**src/rtl/excpt_ctrl.sv**
```systemverilog
// CP0-lite exception/interrupt controller: Status/Cause/EPC plus the
// fetch redirect sequencer for SYSCALL, external interrupts and ERET.
module excpt_ctrl #(
    parameter logic [31:0] HANDLER_ADDR = 32'h0000_0040,
    parameter int          INT_W        = 6
) (
    input  logic             clk,
    input  logic             rst,
    input  logic [INT_W-1:0] int_req,
    input  logic             syscall,
    input  logic             eret,
    input  logic [31:0]      id_pc,
    input  logic             id_valid,
    input  logic             cp0_we,
    input  logic [4:0]       cp0_waddr,
    input  logic [31:0]      cp0_wdata,
    input  logic [4:0]       cp0_raddr,
    output logic [31:0]      cp0_rdata,
    output logic             excpt,
    output logic [31:0]      ejpc,
    output logic             flush,
    output logic [31:0]      epc_out
);

    localparam logic [4:0] REG_STATUS = 5'd12;
    localparam logic [4:0] REG_CAUSE  = 5'd13;
    localparam logic [4:0] REG_EPC    = 5'd14;
    localparam logic [4:0] EXC_INT    = 5'd0;
    localparam logic [4:0] EXC_SYS    = 5'd8;

    typedef enum logic [1:0] {
        IDLE,
        FLUSH,
        HANDLER
    } state_e;

    state_e             state_q, state_d;
    state_e             ret_q, ret_d;
    logic               ie_q, ie_d;
    logic               exl_q, exl_d;
    logic [INT_W-1:0]   im_q, im_d;
    logic [INT_W-1:0]   ip_q;
    logic [4:0]         exc_q, exc_d;
    logic [31:0]        epc_q, epc_d;
    logic               excpt_q, excpt_d;
    logic [31:0]        ejpc_q, ejpc_d;

    logic               take;
    logic               do_eret;
    logic               do_sys;
    logic               do_irq;
    logic               unused_wdata;

    assign unused_wdata = ^{cp0_wdata[31:16], cp0_wdata[9:2]};

    assign take    = (state_q != FLUSH) && id_valid;
    assign do_eret = take && eret;
    assign do_sys  = take && !eret && syscall && !exl_q;
    assign do_irq  = take && !eret && !(syscall && !exl_q)
                   && ie_q && !exl_q && (|(ip_q & im_q));

    always_comb begin
        state_d = state_q;
        ret_d   = ret_q;
        ie_d    = ie_q;
        exl_d   = exl_q;
        im_d    = im_q;
        exc_d   = exc_q;
        epc_d   = epc_q;
        excpt_d = 1'b0;
        ejpc_d  = ejpc_q;

        // MTC0 lands first so a same-cycle exception can override it
        if (cp0_we && cp0_waddr == REG_STATUS) begin
            ie_d  = cp0_wdata[0];
            exl_d = cp0_wdata[1];
            im_d  = cp0_wdata[10 +: INT_W];
        end
        if (cp0_we && cp0_waddr == REG_EPC) begin
            epc_d = cp0_wdata;
        end

        if (state_q == FLUSH) begin
            // second FLUSH cycle drops the stale fetch, then resume
            if (!excpt_q) begin
                state_d = ret_q;
            end
        end else begin
            unique case (1'b1)
                do_eret: begin
                    ejpc_d  = epc_q;
                    exl_d   = 1'b0;
                    excpt_d = 1'b1;
                    state_d = FLUSH;
                    ret_d   = IDLE;
                end
                do_sys: begin
                    epc_d   = id_pc;
                    exc_d   = EXC_SYS;
                    exl_d   = 1'b1;
                    ejpc_d  = HANDLER_ADDR;
                    excpt_d = 1'b1;
                    state_d = FLUSH;
                    ret_d   = HANDLER;
                end
                do_irq: begin
                    epc_d   = id_pc;
                    exc_d   = EXC_INT;
                    exl_d   = 1'b1;
                    ejpc_d  = HANDLER_ADDR;
                    excpt_d = 1'b1;
                    state_d = FLUSH;
                    ret_d   = HANDLER;
                end
                default: begin
                end
            endcase
        end
    end

    always_ff @(posedge clk) begin
        if (rst) begin
            state_q <= IDLE;
            ret_q   <= IDLE;
            ie_q    <= 1'b0;
            exl_q   <= 1'b0;
            im_q    <= '0;
            ip_q    <= '0;
            exc_q   <= '0;
            epc_q   <= '0;
            excpt_q <= 1'b0;
            ejpc_q  <= '0;
        end else begin
            state_q <= state_d;
            ret_q   <= ret_d;
            ie_q    <= ie_d;
            exl_q   <= exl_d;
            im_q    <= im_d;
            ip_q    <= int_req;
            exc_q   <= exc_d;
            epc_q   <= epc_d;
            excpt_q <= excpt_d;
            ejpc_q  <= ejpc_d;
        end
    end

    always_comb begin
        cp0_rdata = '0;
        case (cp0_raddr)
            REG_STATUS: begin
                cp0_rdata[0]          = ie_q;
                cp0_rdata[1]          = exl_q;
                cp0_rdata[10 +: INT_W] = im_q;
            end
            REG_CAUSE: begin
                cp0_rdata[6:2]         = exc_q;
                cp0_rdata[10 +: INT_W] = ip_q;
            end
            REG_EPC: cp0_rdata = epc_q;
            default: cp0_rdata = '0;
        endcase
    end

    assign excpt   = excpt_q;
    assign ejpc    = ejpc_q;
    assign flush   = (state_q == FLUSH);
    assign epc_out = epc_q;

endmodule

```
**config.mk**
```make
export PLATFORM = sky130hd
export DESIGN_NAME = excpt_ctrl
export DESIGN_NICKNAME = d
export VERILOG_FILES = /design/src/rtl/excpt_ctrl.sv
export SDC_FILE = /design/constraint.sdc
export NUM_CORES = 1
export LEC_CHECK = 0
export CAP_MARGIN = 20
export CORE_MARGIN = 3
export CORE_UTILIZATION = 41
export CTS_CLUSTER_SIZE = 10
export DETAILED_ROUTE_END_ITERATION = 16
export GPL_TIMING_DRIVEN = 0
export PLACE_DENSITY = 0.89
export SLEW_MARGIN = 20
export SYNTH_ARGS = -nofsm -noshare
export SYNTH_HDL_FRONTEND = slang
export SYNTH_SLANG_ARGS = --single-unit
```
**constraint.sdc**
```tcl
create_clock -name clk -period 2.1 [get_ports clk]
set_input_delay 0.21 -clock clk [delete_from_list [all_inputs] [get_ports clk]]
set_output_delay 0.21 -clock clk [all_outputs]
set_load 0.05 [all_outputs]
```
# Word level (Yosys, flattened, before mapping)
# Index checks and enable logic that the tools add are counted.
word_totals:
  reg_bits: 88
  latch_bits: 0
  ram_bits: 0
  mem_bits_ro: 0
  in_bits: 86
  wordCells: 63
  mem_count: 0
op_classes:
  addsub: 0
  multipliers: 0
  div: 0
  magnitude_cmp: 0
  n_eq_ne: 8
  shifts: 0
  muxes: 18
  bitwise: 2
  reduce_logical: 25
ops:
  columns: ["operator", "count"]
  rows:
  - ["$mux W32", 3]
  - ["$pmux W32 S2", 1]
  - ["$eq A5 B4 Y1 const B", 5]
  - ["$pmux W5 S2", 2]
  - ["$pmux W6 S3", 1]
  - ["$mux W16", 1]
  - ["$logic_and A1 B1 Y1", 12]
  - ["$pmux W2 S2", 2]
  - ["$and A6 B6 Y6", 1]
  - ["$mux W2", 3]
  - ["$reduce_and A2 Y1", 3]
  - ["$reduce_bool A2 Y1", 3]
  - ["$reduce_or A6 Y1", 1]
  - ["$reduce_or A2 Y1", 2]
  - ["$logic_not A1 Y1", 3]
  - ["$mux W1", 3]
  - ["$mux W3", 1]
  - ["$reduce_or A3 Y1", 1]
  - ["$eq A2 B1 Y1 const B", 1]
  - ["$ne A2 B1 Y1 const B", 1]
  - ["$ne A2 B2 Y1 const B", 1]
  - ["$pmux W1 S2", 1]
  - ["$not A1 Y1", 1]

# Longest topological paths before layout
# Gate-level depths: netlist (run 1).
logic_depth:
  depth_word: 10
  mapped_depth: 6
  depth_no_buf: 4

# Least setup slack after synthesis (run 1)
# Ideal clock, no wire load.
synth_path:
  kind: "in2out"
  startpoint: "input cp0_raddr[1]"
  endpoint: "output cp0_rdata[10]"
  arrival_ns: 1.831
  required_time_ns: 1.890
  slack_ns: 0.059
  cell_stages: 3
  path_buffers: 1
  cell_sequence: "or3_1 clkbuf_1 o21ai_0"
synth_between:
  elab_chain_cells: 2
  elab_cells_between_ends: 4
  classes_between: "eq/ne: 3; mux: 1"
synth_lines:
  columns: ["element", "line", "text"]
  rows:
  - ["from (decl)", "17", "input logic [4:0] cp0_raddr,"]
  - ["$eq A5 B4 Y1", "149", "case (cp0_raddr)"]
  - ["$pmux W6 S3 *", "149", null]
  - ["to (decl)", "18", "output logic [31:0] cp0_rdata,"]
# Every way passes the cells marked *; elsewhere a longest branch is shown, timed or not.

# Worst setup path in the final report (run 1)
layout_path:
  startpoint: "input cp0_raddr[2]"
  endpoint: "output cp0_rdata[14]"
# The elaborated chain is that of the path after synthesis.

==> metrics.txt, run 1 <==
# TYPE chip_impl_metric gauge
chip_impl_info{name="status",value="complete, no violations"} 1
chip_impl_info{name="hold_class",value="in -> reg"} 1
chip_impl_metric{name="power.ir.vdd_worst",unit="mV"} 0.440
chip_impl_metric{name="worst_r2r_path_depth",unit=""} 5
chip_impl_metric{name="number_of_maximum_capacitance_violations",unit=""} 0
chip_impl_metric{name="cts.sink_count",unit=""} 83
chip_impl_info{name="worst_hold_startpoint",value="rst"} 1
chip_impl_info{name="clock-root-buffer",value="sky130_fd_sc_hd__clkbuf_8"} 1
chip_impl_info{name="setup.worst_path.end_class",value="primary output"} 1
chip_impl_metric{name="final_nets",unit=""} 728
chip_impl_metric{name="detail_route.wirelength",unit="mm"} 14.5
chip_impl_info{name="setup.worst_path.start_class",value="input pin"} 1
chip_impl_metric{name="drt_drc_violations_left",unit=""} 0
chip_impl_metric{name="area.growth.synth_to_final",unit="%"} 55.0
chip_impl_info{name="synth_ff_type",value="sky130_fd_sc_hd__dfxtp_1"} 1
chip_impl_metric{name="antenna_found_initial",unit=""} 0
chip_impl_metric{name="power_density",unit="mW/mm^2"} 623
chip_impl_metric{name="maxSlewViolCount",unit=""} 0
chip_impl_metric{name="edff_count_synth",unit=""} 0
chip_impl_metric{name="placementRows",unit=""} 34
chip_impl_metric{name="yosys_warnings",unit=""} 0
chip_impl_metric{name="p_leak",unit="nW"} 2.17
chip_impl_metric{name="postSynthRegisterBits",unit=""} 83
chip_impl_metric{name="cp_max_fo",unit=""} 10
chip_impl_metric{name="cts_max_level",unit=""} 3
chip_impl_metric{name="placement_stage_worst_setup_slack",unit="ns"} -1.15
chip_impl_metric{name="fin_tns_setup",unit="ns"} 0
chip_impl_metric{name="number_of_buffer_cells_added_on_primary_ports",unit=""} 181
chip_impl_metric{name="fin_skew",unit="ns"} 0.00518
chip_impl_info{name="critical_path_class",value="in -> out"} 1
chip_impl_info{name="rr_endpoint",value="epc_out[19]$_SDFF_PP0_"} 1
chip_impl_metric{name="synth_top_area_share",unit="%"} 44.1
chip_impl_metric{name="worst_slack",unit="ns"} 0.0766
chip_impl_metric{name="die_width",unit="um"} 102
chip_impl_metric{name="report.final.setup_viol",unit=""} 0
chip_impl_metric{name="tightest_slew",unit="ns"} 0.570
chip_impl_info{name="critPathSlowestCell",value="sky130_fd_sc_hd__clkdlybuf4s50_1"} 1
chip_impl_info{name="commonest_cells_in_the_synthesized_netlist",value="83 x sky130_fd_sc_hd__dfxtp_1, 63 x sky130_fd_sc_hd__nand2_1, 43 x sky130_fd_sc_hd__nor3_1"} 1
chip_impl_metric{name="grtUsageTotal",unit="%"} 27.3
chip_impl_metric{name="clk_latency",unit="ns"} 0.34
chip_impl_metric{name="detailroute.via_count",unit=""} 4366
chip_impl_info{name="most_instantiated_library_cell_after_synthesis",value="sky130_fd_sc_hd__dfxtp_1"} 1
chip_impl_info{name="min_delay_worst_endpoint",value="ip_q[4]$_SDFF_PP0_"} 1
chip_impl_metric{name="synth_async_sr_flop_share",unit="%"} 0
chip_impl_metric{name="post-route-period-util",unit="%"} 96.4
chip_impl_metric{name="syn_inst",unit=""} 447
chip_impl_metric{name="fraction_of_final_layout_cells_sized_beyond_drive_strength_1",unit="%"} 10.9
chip_impl_metric{name="detailedRoute.firstPassIterationCount",unit=""} 5
chip_impl_metric{name="antenna_violating_nets_post_route",unit=""} 0
chip_impl_info{name="clock_tree_from_tritoncts",value="done"} 1
chip_impl_metric{name="cts.hold.buffers_added",unit=""} 0
chip_impl_info{name="cell_chain_of_the_critical_path",value="clkdlybuf4s50_1 -> nand2_1 -> nor4b_4 -> buf_4 -> buf_4 -> nand2_1 -> o21ai_0 -> buf_2"} 1
chip_impl_metric{name="postSynthAreaPerCell",unit="um^2"} 8.43
chip_impl_metric{name="vias_in_the_first_global_route",unit=""} 4408
chip_impl_metric{name="portion_of_the_post_synthesis_area_used_by_sequential_elements",unit="%"} 44.1
chip_impl_metric{name="finalHoldWorstSlack",unit="ns"} 0.320
chip_impl_metric{name="worst_hold_path.num_cells",unit=""} 2
chip_impl_metric{name="netlist_area_before_placement",unit="mm^2"} 0.00377
chip_impl_metric{name="gp_routability_congestion",unit=""} 0.840
chip_impl_metric{name="drt_iter0_drc",unit=""} 218
chip_impl_metric{name="die_y",unit="um"} 102
chip_impl_metric{name="antenna_cells_inserted",unit=""} 0
chip_impl_metric{name="post-route-min-period",unit="ns"} 2.02
chip_impl_metric{name="clock_tree.buffer_depth",unit=""} 2
chip_impl_metric{name="yosysUniqueCellTypes",unit=""} 34
chip_impl_metric{name="max_freq",unit="GHz"} 0.494
chip_impl_metric{name="dpl.hpwl",unit="mm"} 10.9
chip_impl_metric{name="floorplan.die_area",unit="mm^2"} 0.0104
chip_impl_metric{name="top_level_ports",unit=""} 184
chip_impl_metric{name="synth_nets",unit=""} 533
chip_impl_metric{name="vias_per_cell",unit=""} 5.81
chip_impl_info{name="synth_area_leaders",value="sky130_fd_sc_hd__dfxtp_1 44%, sky130_fd_sc_hd__a311oi_1 7.2%, sky130_fd_sc_hd__mux2i_1 6.4%"} 1
chip_impl_info{name="worst_r2r_startpoint",value="ip_q[2]$_SDFF_PP0_"} 1
chip_impl_metric{name="hold_viol_final",unit=""} 0
chip_impl_metric{name="pin_count_of_the_biggest_net_entering_global_routing",unit=""} 13
chip_impl_metric{name="grt_overflow",unit=""} 0
chip_impl_metric{name="floorplan.initialDensity",unit="%"} 42.8
chip_impl_metric{name="cts_made_buffers",unit=""} 9
chip_impl_metric{name="first_pass_grt_wire_length",unit="mm"} 22.3
chip_impl_metric{name="drt-wirelength-per-cell",unit="um"} 19.3
chip_impl_metric{name="timing.slew.headroom",unit="%"} 62.0
chip_impl_metric{name="critPathRequiredTime",unit="ns"} 1.89
chip_impl_metric{name="core_region_area",unit="mm^2"} 0.00881
chip_impl_metric{name="final_util",unit="%"} 66.4
chip_impl_info{name="unrepaired_setup_endpoints_after_global_routing",value="no"} 1
chip_impl_metric{name="clk_transition_reported_paths",unit="ns"} 0.08
chip_impl_metric{name="setup_slack_of_the_worst_register_to_register_path",unit="ns"} 0.12
chip_impl_info{name="netlist.top_cell.by_area",value="sky130_fd_sc_hd__dfxtp_1"} 1
chip_impl_metric{name="fill_cells",unit=""} 726
chip_impl_metric{name="worst_path_largest_cell_delay",unit="ns"} 0.47
chip_impl_metric{name="cp_data_arrival_time",unit="ns"} 1.81
## logic make-up (layout without fill, tap and decap cells)
group / Yosys count / after routing / share of synthesized area, %
AND/OR/NAND/NOR: 192 / 192 / 25.2
AO/OA/AOI/OAI: 98 / 98 / 18.8
flip-flops: 83 / 83 / 44.1
buffers and inverters: 49 / 246 / 5.28
multiplexers: 25 / 25 / 6.67
## worst max-delay path by stage
stage                         end  slack, ns  cells past startpoint    startpoint
detailed placement   cp0_rdata[9]      -1.15                      6  cp0_raddr[2]
global route        cp0_rdata[14]      0.001                      8  cp0_raddr[3]
floorplan           cp0_rdata[10]       0.06                      3  cp0_raddr[1]
global placement     cp0_rdata[2]      -1.08                      6  cp0_raddr[3]
finish              cp0_rdata[14]       0.08                      8  cp0_raddr[2]
CTS                  cp0_rdata[5]    0.00005                      8  cp0_raddr[2]
## cell type report
cell class	instances	area, um^2	share of cell area [%]
multi-input cells	315	1930	33.1
repair buffers	184	1700	29.0
flip-flops and latches	83	1660	28.4
plain buffers	46	204	3.49
clock buffers	10	138	2.36
well taps	108	135	2.31
clock inverters	3	65.1	1.11
inverters	3	11.3	0.193
## stage by stage
step | total power [W] | cells | area [um^2]
finish | 0.00364 | 752 | 5840
CTS | 0.00364 | 750 | 5890
detailed placement | 0.00244 | 736 | 5720
floorplan | 0.00208 | 447 | 3770
global placement | 0.00242 | 736 | 5720
global route | 0.00376 | 752 | 5840
## registers in the layout, indices dropped and copies added, names as in the netlist
register	flops
ejpc	32
epc_out	32
im_q	6
ip_q	6
state_q	2
exc_q	1
excpt	1
exl_q	1
ie_q	1
ret_q	1
## metal layers
metal  wire length (um)  vias up  GRT usage [%]
li1                   -     2006              -
met1               5800     2085           33.6
met2               6970      240           45.8
met3               1310       35           6.14
met4                420        0           12.0
met5                  0        -              0
## what timing repair did
| action | 4_1_cts | 5_1_grt |
|---|---|---|
| setup endpoints to repair | 32 | 50 |
| buffers inserted | 1 | 2 |
| gates resized for setup | 147 | 41 |
| pin swaps | 1 | 1 |
## report_power, final
group	switching, W	total, W	internal (W)
Sequential	0.0000630	0.00170	0.00163
Clock	0.000541	0.00122	0.000681
Combinational	0.000418	0.000722	0.000304
## critical path: cells and delay by family
family                 cells  cell delay [ns]
AND/OR/NAND/NOR            3             0.40
AO/OA/AOI/OAI              1             0.08
buffers and inverters      4             1.12
## cell usage in the layout, fill, tap and decap left out, types with 5 or more instances in the layout
master / Yosys / final
sky130_fd_sc_hd__clkdlybuf4s50_1: 0 / 148
sky130_fd_sc_hd__a311oi_1: 31 / 31
sky130_fd_sc_hd__buf_2: 12 / 35
sky130_fd_sc_hd__a21oi_1: 24 / 24
sky130_fd_sc_hd__nor3_1: 43 / 43
sky130_fd_sc_hd__and2_1: 23 / 23
sky130_fd_sc_hd__buf_4: 0 / 6
sky130_fd_sc_hd__nand3_1: 32 / 32
sky130_fd_sc_hd__nor2_1: 12 / 11
sky130_fd_sc_hd__clkbuf_4: 0 / 7
sky130_fd_sc_hd__nand2_1: 63 / 63
sky130_fd_sc_hd__clkbuf_8: 0 / 11
sky130_fd_sc_hd__mux2i_1: 24 / 24
sky130_fd_sc_hd__dfxtp_1: 83 / 83
sky130_fd_sc_hd__nor2b_1: 7 / 7
sky130_fd_sc_hd__a22o_1: 5 / 5
sky130_fd_sc_hd__o211ai_1: 20 / 20
sky130_fd_sc_hd__clkbuf_1: 34 / 32
sky130_fd_sc_hd__o21ai_0: 9 / 9
(Power assumes the default switching activity.)
==> run 2, diff against run 1 <==
Settings changed: SKIP_LAST_GASP set to 1.
==> run 2 against run 1 <==
Via count shrank 0.21%; critical path type is now reg -> out; critical path depth shrank 5; clock skew is essentially flat; sequential share of layout area is essentially flat; sequential cell count is the same; largest cell class unchanged; fmax shrank 1.5%; hold slack lost 0.014 ns.
==> metrics.txt, run 2 (synthesis gave the netlist of run 1 again) <==
# TYPE chip_impl_metric gauge
chip_impl_metric{name="cts_made_buffers",unit=""} 9
chip_impl_metric{name="fin_tns_setup",unit="ns"} 0
chip_impl_metric{name="power.ir.vdd_worst",unit="mV"} 0.438
chip_impl_info{name="clock-root-buffer",value="sky130_fd_sc_hd__clkbuf_8"} 1
chip_impl_metric{name="detail_route.wirelength",unit="mm"} 14.5
chip_impl_metric{name="drt_drc_violations_left",unit=""} 0
chip_impl_metric{name="number_of_maximum_capacitance_violations",unit=""} 0
chip_impl_info{name="setup.worst_path.end_class",value="primary output"} 1
chip_impl_metric{name="vias_in_the_first_global_route",unit=""} 4408
chip_impl_metric{name="fill_cells",unit=""} 728
chip_impl_metric{name="first_pass_grt_wire_length",unit="mm"} 22.3
chip_impl_info{name="status",value="complete, no violations"} 1
chip_impl_metric{name="floorplan.die_area",unit="mm^2"} 0.0104
chip_impl_info{name="critPathSlowestCell",value="sky130_fd_sc_hd__clkdlybuf4s50_1"} 1
chip_impl_metric{name="fin_skew",unit="ns"} 0.00517
chip_impl_metric{name="final_nets",unit=""} 728
chip_impl_info{name="critical_path_startpoint",value="state_q[1]$_SDFFE_PP0P_"} 1
chip_impl_info{name="hold_class",value="in -> reg"} 1
chip_impl_metric{name="detailroute.via_count",unit=""} 4357
chip_impl_metric{name="drt-wirelength-per-cell",unit="um"} 19.3
chip_impl_metric{name="drt_iter0_drc",unit=""} 236
chip_impl_metric{name="clk_latency",unit="ns"} 0.34
chip_impl_metric{name="antenna_cells_inserted",unit=""} 0
chip_impl_metric{name="grt_overflow",unit=""} 0
chip_impl_metric{name="worst_path_largest_cell_delay",unit="ns"} 0.85
chip_impl_metric{name="power_density",unit="mW/mm^2"} 624
chip_impl_metric{name="critical_path.n_buffers_inverters",unit=""} 2
chip_impl_info{name="worst_hold_startpoint",value="rst"} 1
chip_impl_metric{name="gp_routability_congestion",unit=""} 0.840
chip_impl_metric{name="timing.slew.headroom",unit="%"} 61.4
chip_impl_metric{name="part_of_the_total_power_dissipated_in_combinational_logic",unit="%"} 19.8
chip_impl_metric{name="max_freq",unit="GHz"} 0.487
chip_impl_metric{name="core_region_area",unit="mm^2"} 0.00881
chip_impl_info{name="unrepaired_setup_endpoints_after_global_routing",value="yes"} 1
chip_impl_metric{name="p_sw",unit="W"} 0.00102
chip_impl_metric{name="tightest_slew",unit="ns"} 0.579
chip_impl_metric{name="die_y",unit="um"} 102
chip_impl_metric{name="critPathRequiredTime",unit="ns"} 1.89
chip_impl_info{name="setup.worst_path.start_class",value="register"} 1
chip_impl_metric{name="antenna_violating_nets_post_route",unit=""} 0
chip_impl_metric{name="place.detailed.instances",unit=""} 736
chip_impl_metric{name="number_of_buffer_cells_added_on_primary_ports",unit=""} 181
chip_impl_metric{name="vias_per_cell",unit=""} 5.79
chip_impl_info{name="worst_r2r_startpoint",value="ip_q[2]$_SDFF_PP0_"} 1
chip_impl_metric{name="final_design_area_no_fill",unit="mm^2"} 0.00584
chip_impl_metric{name="report.final.setup_viol",unit=""} 0
chip_impl_metric{name="top_level_ports",unit=""} 184
chip_impl_metric{name="antenna_found_initial",unit=""} 0
chip_impl_metric{name="cp_data_arrival_time",unit="ns"} 1.85
chip_impl_metric{name="p_sw_share",unit="%"} 28.1
chip_impl_info{name="clock_tree_from_tritoncts",value="done"} 1
chip_impl_metric{name="finalHoldWorstSlack",unit="ns"} 0.306
chip_impl_metric{name="clk_transition_reported_paths",unit="ns"} 0.08
chip_impl_metric{name="finalNonFillerCells",unit=""} 752
chip_impl_metric{name="fraction_of_final_layout_cells_sized_beyond_drive_strength_1",unit="%"} 10.9
chip_impl_info{name="cpLargestDelayFamily",value="buffers and inverters"} 1
chip_impl_info{name="mostFrequentLayoutCell",value="sky130_fd_sc_hd__clkdlybuf4s50_1"} 1
chip_impl_metric{name="die_width",unit="um"} 102
chip_impl_metric{name="pin_count_of_the_biggest_net_entering_global_routing",unit=""} 13
chip_impl_metric{name="detailedRoute.firstPassIterationCount",unit=""} 4
chip_impl_metric{name="grtUsageTotal",unit="%"} 27.3
chip_impl_metric{name="placementRows",unit=""} 34
chip_impl_info{name="cell_chain_of_the_critical_path",value="nand2b_1 -> inv_1 -> clkdlybuf4s50_1"} 1
chip_impl_metric{name="portion_of_total_power_attributed_to_sequential_cells",unit="%"} 46.6
chip_impl_info{name="layout_common_cells",value="149 x sky130_fd_sc_hd__clkdlybuf4s50_1, 83 x sky130_fd_sc_hd__dfxtp_1, 63 x sky130_fd_sc_hd__nand2_1, 43 x sky130_fd_sc_hd__nor3_1, 36 x sky130_fd_sc_hd__buf_2"} 1
chip_impl_metric{name="cp_max_fo",unit=""} 6
chip_impl_metric{name="p_leak",unit="nW"} 2.16
chip_impl_metric{name="cts.sink_count",unit=""} 83
chip_impl_metric{name="area.growth.synth_to_final",unit="%"} 54.9
chip_impl_metric{name="post-route-period-util",unit="%"} 97.9
chip_impl_metric{name="placedInstanceArea",unit="mm^2"} 0.00572
chip_impl_metric{name="clockPowerShare",unit="%"} 33.6
chip_impl_info{name="critical_path_class",value="reg -> out"} 1
chip_impl_metric{name="cellInternalPower",unit="W"} 0.00262
chip_impl_metric{name="hold_viol_final",unit=""} 0
chip_impl_metric{name="floorplan.initialDensity",unit="%"} 42.8
chip_impl_metric{name="clock_tree.buffer_depth",unit=""} 2
chip_impl_metric{name="cts_max_level",unit=""} 3
chip_impl_metric{name="maxSlewViolCount",unit=""} 0
chip_impl_metric{name="dpl.hpwl",unit="mm"} 10.9
chip_impl_metric{name="post-route-min-period",unit="ns"} 2.06
==> run 2: stage by stage <==
stage | setup WS, ns | total power, W | utilization [%]
floorplan | 0.0595 | 0.00208 | -
global placement | -1.08 | 0.00242 | 64.9
detailed placement | -1.15 | 0.00244 | 64.9
CTS | -0.00333 | 0.00364 | 66.9
global route | -0.0465 | 0.00376 | 66.3
finish | 0.0447 | 0.00364 | 66.3
==> run 2: final timing paths <==
path | end | slack, ns | depth (start not counted)
worst max-delay path | flush | 0.04 | 3
worst min-delay path | ip_q[5]$_SDFF_PP0_ | 0.31 | 2
worst max register to register | epc_out[6]$_SDFF_PP0_ | 0.13 | 5
worst min register to register | ret_q[1]$_SDFFE_PP0P_ | 0.47 | 2
==> run 2: repair_timing <==
action                     CTS  global route
pin swaps                    1             1
hold buffers                 0             0
setup endpoints to repair   32            50
resized for setup          146            39
setup buffers                1             2
==> run 2: power by group through the flow <==
stage	Clock, W	Sequential [W]	Combinational (W)
2_1_floorplan	0	0.00187	0.000207
3_3_place_gp	0	0.00173	0.000695
3_5_place_dp	0	0.00173	0.000706
4_1_cts	0.00123	0.00169	0.000712
5_1_grt	0.00129	0.00170	0.000759
6_report	0.00122	0.00170	0.000722
==> run 2: final cells by class <==
class / count / area, um^2 / area share [%]
clock buffers: 10 / 138 / 2.36
repair buffers: 184 / 1690 / 29.0
clock inverters: 3 / 65.1 / 1.11
inverters: 3 / 11.3 / 0.193
plain buffers: 46 / 204 / 3.49
flip-flops and latches: 83 / 1660 / 28.5
multi-input cells: 315 / 1930 / 33.1
well taps: 108 / 135 / 2.31
==> run 2: layer usage <==
metal	share of wire (%)	track usage, %	wire length, um	up-vias
met5	0	0	0	-
met4	3.1	12.0	444	0
met3	8.3	6.14	1210	34
met2	48	45.8	6990	232
met1	41	33.6	5890	2088
li1	-	-	-	2003
